<file path="config.mk">
export PLATFORM = sky130hd
export DESIGN_NAME = updown_counter
export DESIGN_NICKNAME = d
export VERILOG_FILES = /design/src/rtl/updown_counter.sv
export SDC_FILE = /design/constraint.sdc
export NUM_CORES = 1
export LEC_CHECK = 0
export CAP_MARGIN = 20
export CORE_UTILIZATION = 50
export CTS_CLUSTER_DIAMETER = 200
export DETAILED_ROUTE_END_ITERATION = 6
export PLACE_DENSITY = 0.83
export SYNTH_ARGS = -nofsm -noshare
export SYNTH_HDL_FRONTEND = slang
export SYNTH_SLANG_ARGS = --single-unit
</file>
<file path="constraint.sdc">
create_clock -name i_clk -period 3.6 [get_ports i_clk]
set_input_delay 0.72 -clock i_clk [delete_from_list [all_inputs] [get_ports i_clk]]
set_output_delay 0.72 -clock i_clk [all_outputs]
set_load 0.02 [all_outputs]
</file>
<file path="src/rtl/updown_counter.sv">
// updown_counter: prescaled up/down counter with synchronous load and a registered terminal-count pulse.
// Define UPDOWN_COUNTER_SAT_EN to saturate at 0/MAX instead of wrapping. Rev 1.0
`default_nettype none

module updown_counter #(
  parameter int unsigned WIDTH = 10,
  parameter int unsigned MAX   = 1023,
  parameter int unsigned DIV   = 1
) (
  input  logic             i_clk,
  input  logic             i_rst_n,
  input  logic             i_en,
  input  logic             i_up,
  input  logic             i_load,
  input  logic [WIDTH-1:0] i_load_dat,
  output logic [WIDTH-1:0] o_cnt_dat,
  output logic             o_tc
);

  // DIV=1 still needs a 1-bit prescaler; it simply never leaves 0.
  localparam int unsigned        PW       = (DIV > 1) ? $clog2(DIV) : 1;
  localparam logic [PW-1:0]      PRE_LAST = PW'(DIV - 1);
  localparam logic [WIDTH-1:0]   MAX_V    = WIDTH'(MAX);

  logic [PW-1:0]    pre_q, pre_d;
  logic [WIDTH-1:0] cnt_q, cnt_d;
  logic             tc_q, tc_d;

  always_comb begin
    pre_d = pre_q;
    cnt_d = cnt_q;
    tc_d  = 1'b0;
    if (i_load) begin
      cnt_d = (i_load_dat > MAX_V) ? MAX_V : i_load_dat;
      pre_d = '0;
    end else if (i_en) begin
      if (pre_q == PRE_LAST) begin
        pre_d = '0;
        if (i_up) begin
          if (cnt_q < MAX_V) begin
            cnt_d = cnt_q + WIDTH'(1);
          end else begin
`ifdef UPDOWN_COUNTER_SAT_EN
            cnt_d = MAX_V;
`else
            cnt_d = '0;
`endif
            tc_d  = 1'b1;
          end
        end else begin
          if (cnt_q != '0) begin
            cnt_d = cnt_q - WIDTH'(1);
          end else begin
`ifdef UPDOWN_COUNTER_SAT_EN
            cnt_d = '0;
`else
            cnt_d = MAX_V;
`endif
            tc_d  = 1'b1;
          end
        end
      end else begin
        pre_d = pre_q + PW'(1);
      end
    end
  end

  always_ff @(posedge i_clk) begin
    if (!i_rst_n) begin
      pre_q <= '0;
      cnt_q <= '0;
      tc_q  <= 1'b0;
    end else begin
      pre_q <= pre_d;
      cnt_q <= cnt_d;
      tc_q  <= tc_d;
    end
  end

  assign o_cnt_dat = cnt_q;
  assign o_tc      = tc_q;

endmodule

`default_nettype wire

</file>
Word-level counts from Yosys, hierarchy flattened
Index checks and enable logic that the tools add are counted.
- order comparisons: 2
- bitwise gates (word level): 2
- add/subtract/negate cells: 3
- multiplexer cells: 11
- equality and inequality tests: 1
- reduce and logical (&&, ||, !) cells: 5
- operator list (kind ; count):
    2-to-1 mux 10 bit ; 7
    adder 10 x 1 -> 10 bit, second input constant ; 1
    > comparator 10 bit, second input constant ; 1
    < comparator 10 bit, second input constant ; 1
    nonzero test 10 bit ; 1
    subtractor 10 x 1 -> 10 bit, second input constant ; 1
    2-to-1 mux 1 bit ; 4
    OR reduction 4 bit ; 1
    != test 2 bit, second input constant ; 1
    inverter 1 bit ; 2
    AND reduction 2 bit ; 1
    nonzero test 2 bit ; 1
    OR reduction 2 bit ; 1
    adder 1 bit, second input constant ; 1
- output and inout bits: 11
- register bits after elaboration: 12
- input bits: 15
- logic and storage cells: 27

Logic depth before layout (Yosys ltp)
Gate-level depths: netlist of run 1.
- word-level depth: 6
- gate-level depth with buffers: 8
- mapped depth without buffers: 7

Worst setup path after synthesis of run 1
No wires, ideal clock.
- path kind: reg-to-reg
- from: reg cnt_q[0], in the netlist o_cnt_dat[0]
- to: reg cnt_q[9], in the netlist o_cnt_dat[9]
- period minus slack after synthesis: 1813 ps
- buffers on the path: 1
- library setup time: 120 ps
- path slack: 1787 ps
- data required time: 3480 ps
- cell stages (with the launch flop): 8
- data arrival time: 1694 ps
- path through: dfxtp_1 > clkbuf_1 > inv_1 > ha_1 > o21a_1 > a21oi_1 > a41oi_1 > a211o_1
- cells in the longest elaborated chain, start to end: 6
- elaborated cells on any way between the ends: 10
- classes of those cells: add/sub: 2; order compare: 1; mux: 6; reduce/logical: 1
- RTL lines (what ; RTL line ; source):
    start, declared ; 26 ; logic [WIDTH-1:0] cnt_q, cnt_d;
    start signal, assigned ; 75 ; cnt_q <= cnt_d;
    subtractor 10 x 1 -> 10 bit (tied with other cells) ; 52 ; cnt_d = cnt_q - WIDTH'(1);
    2-to-1 mux 10 bit, on equally long branches ; 51, 40 ;
    2-to-1 mux 10 bit * ; 39 ; if (i_up) begin
    2-to-1 mux 10 bit * ; 37 ; if (pre_q == PRE_LAST) begin
    2-to-1 mux 10 bit * ; 36 ; end else if (i_en) begin
    2-to-1 mux 10 bit * ; 33 ; if (i_load) begin
Every way passes the cells marked *; elsewhere a longest branch is shown, timed or not. The select of a mux whose other input is x is not followed.
A chain may end at the register's enable or synchronous reset.

Final worst setup path of run 1
- from: reg cnt_q[7], in the netlist o_cnt_dat[7]
- to: out o_cnt_dat[7]
- RTL lines (what ; RTL line ; source):
    end, declared ; 16 ; output logic [WIDTH-1:0] o_cnt_dat,
No word-level cell between the ends.

==> results of run 1 <==
cell type report:
cell class,count,share of cell area [%]
Timing Repair Buffer,25,20.55
Clock buffer,4,2.158
Inverter,7,2.158
Multi-Input combinational cell,102,54.47
Tap cell,25,2.569
Sequential cell,11,18.09
state kept, by name, indices dropped and copies added (netlist names):
| register | flops |
|---|---|
| o_cnt_dat | 10 |
| o_tc | 1 |
per-layer routing:
metal | vias to the layer above | part of all wire [%]
met3 | 7 | 5.8
met5 | - | 0
met4 | 0 | 1.9
met2 | 41 | 49
met1 | 464 | 43
li1 | 518 | -
kinds of logic after synthesis:
kind of cell	Yosys count	synth area share [%]
AOI/OAI and AO/OA	46	29.74
adders and majority gates	2	2.597
buffers and inverters	19	8.311
muxes	1	1.039
DFF	11	22.86
and+or+nand+nor	46	29.09
xor gates and xnor gates	7	6.364
synthesized netlist by cell type:
| master | number |
|---|---|
| sky130_fd_sc_hd__buf_4 | 2 |
| sky130_fd_sc_hd__a31oi_1 | 2 |
| sky130_fd_sc_hd__a21boi_0 | 1 |
| sky130_fd_sc_hd__buf_2 | 1 |
| sky130_fd_sc_hd__nand2_1 | 11 |
| sky130_fd_sc_hd__o21ai_1 | 2 |
| sky130_fd_sc_hd__nor2_1 | 6 |
| sky130_fd_sc_hd__or3_1 | 2 |
| sky130_fd_sc_hd__a32oi_1 | 1 |
| sky130_fd_sc_hd__xor2_1 | 3 |
| sky130_fd_sc_hd__o211ai_1 | 2 |
| sky130_fd_sc_hd__o41a_1 | 1 |
| sky130_fd_sc_hd__nor3b_1 | 1 |
| sky130_fd_sc_hd__o21ai_0 | 12 |
| sky130_fd_sc_hd__a41oi_1 | 1 |
| sky130_fd_sc_hd__or2_0 | 1 |
| sky130_fd_sc_hd__o21a_1 | 2 |
| sky130_fd_sc_hd__o22ai_1 | 1 |
| sky130_fd_sc_hd__clkbuf_1 | 9 |
| sky130_fd_sc_hd__nor4b_4 | 1 |
| sky130_fd_sc_hd__or4_4 | 1 |
| sky130_fd_sc_hd__nand3_1 | 5 |
| sky130_fd_sc_hd__inv_1 | 7 |
| sky130_fd_sc_hd__nand4_1 | 4 |
| sky130_fd_sc_hd__a211o_1 | 1 |
| sky130_fd_sc_hd__a21oi_1 | 12 |
| sky130_fd_sc_hd__nor4_1 | 1 |
| sky130_fd_sc_hd__nor2_4 | 1 |
| sky130_fd_sc_hd__ha_1 | 2 |
| sky130_fd_sc_hd__nor4_2 | 1 |
| sky130_fd_sc_hd__a311oi_1 | 1 |
| sky130_fd_sc_hd__nor3_1 | 6 |
| sky130_fd_sc_hd__and2_1 | 1 |
| sky130_fd_sc_hd__nand2b_1 | 1 |
| sky130_fd_sc_hd__mux2i_1 | 1 |
| sky130_fd_sc_hd__o31ai_1 | 5 |
| sky130_fd_sc_hd__a221oi_1 | 1 |
| sky130_fd_sc_hd__nor2b_1 | 2 |
| sky130_fd_sc_hd__a22oi_1 | 1 |
| sky130_fd_sc_hd__nand3b_4 | 1 |
| sky130_fd_sc_hd__dfxtp_1 | 11 |
| sky130_fd_sc_hd__xnor2_1 | 4 |
through the flow:
stage | setup slack, ns | cell area [µm²] | util, % | instances
final | 1.333 | 1217 | 69.01 | 174
after global routing | 1.270 | 1217 | 69.01 | 174
after CTS | 1.335 | 1217 | 69.01 | 174
after detailed placement | 1.171 | 1191 | 67.52 | 170
after global placement | 1.221 | 1191 | 67.52 | 170
after floorplan | 1.787 | 963.4 | - | 132
power groups by stage:
stage	combinational, mW	clock, mW	sequential (mW)
after floorplan	0.0896	0	0.154
after global placement	0.130	0	0.156
after detailed placement	0.132	0	0.157
after CTS	0.132	0.0937	0.155
after global routing	0.147	0.0999	0.158
final	0.133	0.0917	0.155
final timing paths:
path | startpoint | to | slack [ns]
min reg2reg | o_cnt_dat[4]$_SDFFE_PN0P_ | o_cnt_dat[4]$_SDFFE_PN0P_ | 0.64
max | o_cnt_dat[7]$_SDFFE_PN0P_ | o_cnt_dat[7] | 1.33
min | o_cnt_dat[4]$_SDFFE_PN0P_ | o_cnt_dat[4]$_SDFFE_PN0P_ | 0.64
max reg2reg | o_cnt_dat[0]$_SDFFE_PN0P_ | o_cnt_dat[5]$_SDFFE_PN0P_ | 1.79
==> run metrics, run 1 <==
outcome=completed; met2 track utilization from global routing=47.04%; count of synthesis-stage warnings from yosys=0; width of the chip=45.90 µm; diode insertion count for antenna repair=0; Peak VDD IR=195.5 µV; post-synthesis cell type with the largest combined area=sky130_fd_sc_hd__dfxtp_1; vias after detailed routing=roughly 1.0k; kind of cell with the highest combined delay on the critical path=buffers and inverters; largest net degree at the start of global routing=15; kind of start point of the critical path=register; Final setup viols=0; cell area power density=311.8 nW/µm²; minimum clock period=between 2 and 2.5 ns; unrepaired setup endpoints after global routing=no; cell with the largest stage delay on the worst path=sky130_fd_sc_hd__clkdlybuf4s50_1; start-to-end type of the worst setup path=reg -> out; worst min path class=reg -> reg; count of cells resized by post-cts repair=0; portion of the post-synthesis area used by sequential elements=22.86%; Relative slew margins=about two thirds; worst-skew pair later-pin latency=about 0.28 ns; clock tree root buffer cell=sky130_fd_sc_hd__clkbuf_4; Switching Fraction=~37%; top cells by area in the synthesized netlist=sky130_fd_sc_hd__dfxtp_1 23%, sky130_fd_sc_hd__a21oi_1 6.2%, sky130_fd_sc_hd__o21ai_0 6.2%; part of the total power dissipated in combinational logic=a little over a third; final HPWL from detailed placement=between 1500 and 2000 µm; number of input and output port buffers inserted=25; fraction of final layout cells with drive strength greater than 1=about 5.4%; portion of total power attributed to the clock network=24.1%; wire length per cell after detailed routing=approximately 14 µm; most common cell after layout, fill and taps aside=sky130_fd_sc_hd__clkdlybuf4s50_1; maximum fanout encountered on the critical timing path=10; Req. time, crit path=2.88 ns; distinct cell type count of the synthesized netlist=42; standard-cell row count=15; final worst-path cycle share=62.97%; depth of the most critical reg-to-reg path=7; largest stage delay on the critical path=0.68 ns; global-route wire length before repair=4278 µm; clock tree from TritonCTS=yes; number of flip-flops and latches in the synthesized netlist=11; Max Transition Viols Final=0; number of buffers inserted during clock tree synthesis=3; most utilized layer in the global route result=met2; total of max-cap violations=0; final hold slack=0.6430 ns; global routing met3 resource utilization=roughly 5.6%; sum of routed wire length over all layers=2468 µm; nets=167; number of buffer and inverter stages on the critical path=1; Initial Util=54.61%; share of the synthesized area in the top cell type=22.86%; sink count of the clock tree=11; floorplan die height=roughly 46 µm; endpoint type of the worst setup path=primary output; Syn-to-layout area delta=26.36%; highest clock rate=441.1 MHz; area inside the core boundary=around 1800 µm²; leading cell types in the layout, fill and taps excluded=25 x sky130_fd_sc_hd__clkdlybuf4s50_1, 12 x sky130_fd_sc_hd__o21ai_0, 12 x sky130_fd_sc_hd__a21oi_1, 11 x sky130_fd_sc_hd__nand2_1, 11 x sky130_fd_sc_hd__dfxtp_1; clock input transition at the sequential cells of the worst setup and hold paths=0.08 ns; summed negative setup slack over all endpoints=0 ns; Hold Path Cell Cnt=2; cells traversed along the worst timing path=clkdlybuf4s50_1; initial antenna violation count=0; net count after synthesis=149; endpoint arrival time on the critical path=~1.6 ns; Via-to-Cell Ratio=a little under 6; internal power=roughly 0.24 mW; overall fraction of global-route tracks in use=27.91%; iteration-0 DRC count of the detailed router=40; met1 routing resource usage after global routing=34.67%; maximum count of clock buffers along a single path=2; multi-input combinational cell area=663.1 µm²; Die Area=2106 µm²; sequential group share of total power=about 40%; Stages on worst setup path=1; vias in the first global route=957; count of TritonRoute iterations in the first routing pass=4; measured slew at the worst slew-check pin=between 0.4 and 0.5 ns; worst-case clock skew=0.002677 ns; H-Tree Depth=1; count of filler cells inserted in the layout=about 180; number of hold-slack violations in the final timing report=0; leakage power=0.4181 nW; antenna-violating nets left=0; overall power consumption=0.3796 mW; final weighted congestion in routability-driven placement=just under 0.9; reported net switching power=0.1388 mW; number of hold buffers added after CTS=0; Post-Syn Area per Cell=7.299 µm²; overflow left after global routing=0; storage element area=220.2 µm²; setup fix buffers added after clock tree synthesis=0; count of mapped cells out of synthesis=132; number of placed I/O pins=26; total DRC errors in the routed layout=0; netlist area before placement=around 960 µm²
Power figures use the tool's default switching activity.
==> run 2, diff against run 1 <==
- CORE_UTILIZATION: 50 -> 47
- PLACE_DENSITY: 0.83 -> 0.79
- clock period: 3.6 -> 2.2 ns (I/O delays scaled with it)
==> run 2 against run 1 <==
Flip-flop and latch count unchanged. Register-to-register slack got worse by 1.4 ns. Die area increased by 6.1%. Count of clock-buffer cells in the layout unchanged. Design area increased by 3.3%. Largest cell class unchanged. Largest power group unchanged.
==> run metrics, run 2 (synthesized netlist as in run 1, its figures left out) <==
endpoint arrival time on the critical path=~1.6 ns; number of buffers inserted during clock tree synthesis=3; maximum count of clock buffers along a single path=2; highest clock rate=500.3 MHz; final weighted congestion in routability-driven placement=between 0.9 and 1; endpoint type of the worst setup path=primary output; kind of cell with the highest combined delay on the critical path=buffers and inverters; unrepaired setup endpoints after global routing=no; kind of start point of the critical path=register; width of the chip=47.28 µm; vias in the first global route=847; final HPWL from detailed placement=1923 µm; worst-case clock skew=about 0.0026 ns; standard-cell row count=16; Relative slew margins=71.49%; sum of routed wire length over all layers=2566 µm; cell area power density=around 500 nW/µm²; number of input and output port buffers inserted=25; count of cells resized by post-cts repair=0; fraction of final layout cells with drive strength greater than 1=8.442%; worst hold path startpoint=o_cnt_dat[4]$_SDFFE_PN0P_; iteration-0 DRC count of the detailed router=39; Final setup viols=0; wire length per cell after detailed routing=14.18 µm; worst min path class=reg -> reg; Largest register FFs=10; total of max-cap violations=0; largest stage delay on the critical path=0.69 ns; Req. time, crit path=approximately 1.8 ns; sink count of the clock tree=11; nets=about 170; FF-to-FF Start=o_cnt_dat[1]$_SDFFE_PN0P_; floorplan die height=between 40 and 50 µm; post-layout worst setup margin=0.2011 ns; outcome=completed; summed negative setup slack over all endpoints=0 ns; Max Transition Viols Final=0; final core area utilization=between 60% and 70%; cell with the largest stage delay on the worst path=sky130_fd_sc_hd__clkdlybuf4s50_1; Peak VDD IR=between 300 and 400 µV; cells traversed along the worst timing path=clkdlybuf4s50_1; area inside the core boundary=1942 µm²; initial antenna violation count=0; maximum fanout encountered on the critical timing path=12; startpoint of the most critical setup path=o_cnt_dat[2]$_SDFFE_PN0P_; post-placement cell area=1231 µm²; overall fraction of global-route tracks in use=24.71%; minimum clock period=1.999 ns; Die Area=between 2000 and 2500 µm²; setup slack at placement=0.3522 ns; overflow left after global routing=0; vias after detailed routing=about 1.1k; Syn-to-layout area delta=30.52%; clock tree from TritonCTS=yes; leading cell types in the layout, fill and taps excluded=25 x sky130_fd_sc_hd__clkdlybuf4s50_1, 12 x sky130_fd_sc_hd__o21ai_0, 12 x sky130_fd_sc_hd__a21oi_1, 11 x sky130_fd_sc_hd__nand2_1, 11 x sky130_fd_sc_hd__dfxtp_1; count of TritonRoute iterations in the first routing pass=4; clock input transition at the sequential cells of the worst setup and hold paths=0.08 ns; number of buffer and inverter stages on the critical path=1; final worst-path cycle share=90.86%; number of placed I/O pins=26; Initial Util=between 40 and 50%; antenna-violating nets left=0; global-route wire length before repair=3857 µm; start-to-end type of the worst setup path=reg -> out; leakage power=0.4424 nW; number of hold buffers added after CTS=0; diode insertion count for antenna repair=0; setup fix buffers added after clock tree synthesis=0; H-Tree Depth=1; clock tree root buffer cell=sky130_fd_sc_hd__clkbuf_4; post-route cell area=between 1000 and 1500 µm²; worst-skew pair later-pin latency=0.28 ns; largest net degree at the start of global routing=14; Via-to-Cell Ratio=5.939; number of hold-slack violations in the final timing report=0; total DRC errors in the routed layout=0; most common cell after layout, fill and taps aside=sky130_fd_sc_hd__clkdlybuf4s50_1; measured slew at the worst slew-check pin=0.4271 ns
run 2: tightest hold or removal path: cells and delay by family (launching register included):
kind	cells	cell delay (ns)
flip-flops	1	0.38
XOR/XNOR	1	0.17
AO/OA/AOI/OAI	1	0.06
run 2: power by group:
group / internal (mW) / total [mW] / switching [mW]
Sequential: 0.214 / 0.254 / 0.0401
Clock: 0.0705 / 0.150 / 0.0797
Combinational: 0.116 / 0.225 / 0.110
Total: 0.400 / 0.630 / 0.230
run 2: cell type report:
class                      count  area [µm²]
multi-input combinational    102       663.1
clock buffer                   4       26.28
inverter                       7       26.28
sequential                    11       220.2
tap                           27       33.78
timing repair buffer          30       287.8
fill                         175       684.4
run 2: layer usage:
layer / global-route usage [%] / share of wire (%) / vias up
met5: 0 / 0 / -
met4: 13.14 / 2.3 / 0
li1: - / - / 525
met2: 37.81 / 47 / 48
met3: 4.231 / 6.9 / 9
met1: 32.87 / 44 / 493
run 2: worst paths after layout:
kind / to / slack [ns] / cells past startpoint
worst max-delay path: o_cnt_dat[2] / 0.20 / 1
worst min-delay path: o_cnt_dat[4]$_SDFFE_PN0P_ / 0.65 / 2
worst max register to register: o_cnt_dat[5]$_SDFFE_PN0P_ / 0.36 / 7
worst min register to register: o_cnt_dat[4]$_SDFFE_PN0P_ / 0.65 / 2
run 2: through the flow:
step	hold WS, ns	std cells	total power, mW
after floorplan	0.6172	132	0.3983
after global placement	0.6051	177	0.4765
after detailed placement	0.6260	177	0.4818
after CTS	0.6408	181	0.6274
after global routing	0.6821	181	0.6592
final	0.6522	181	0.6295
==> run 3, diff against run 2 <==
- SKIP_LAST_GASP: unset -> 1
==> results of run 3 <==
Same layout as run 2: the final DEF is identical, and so are final timing and power.
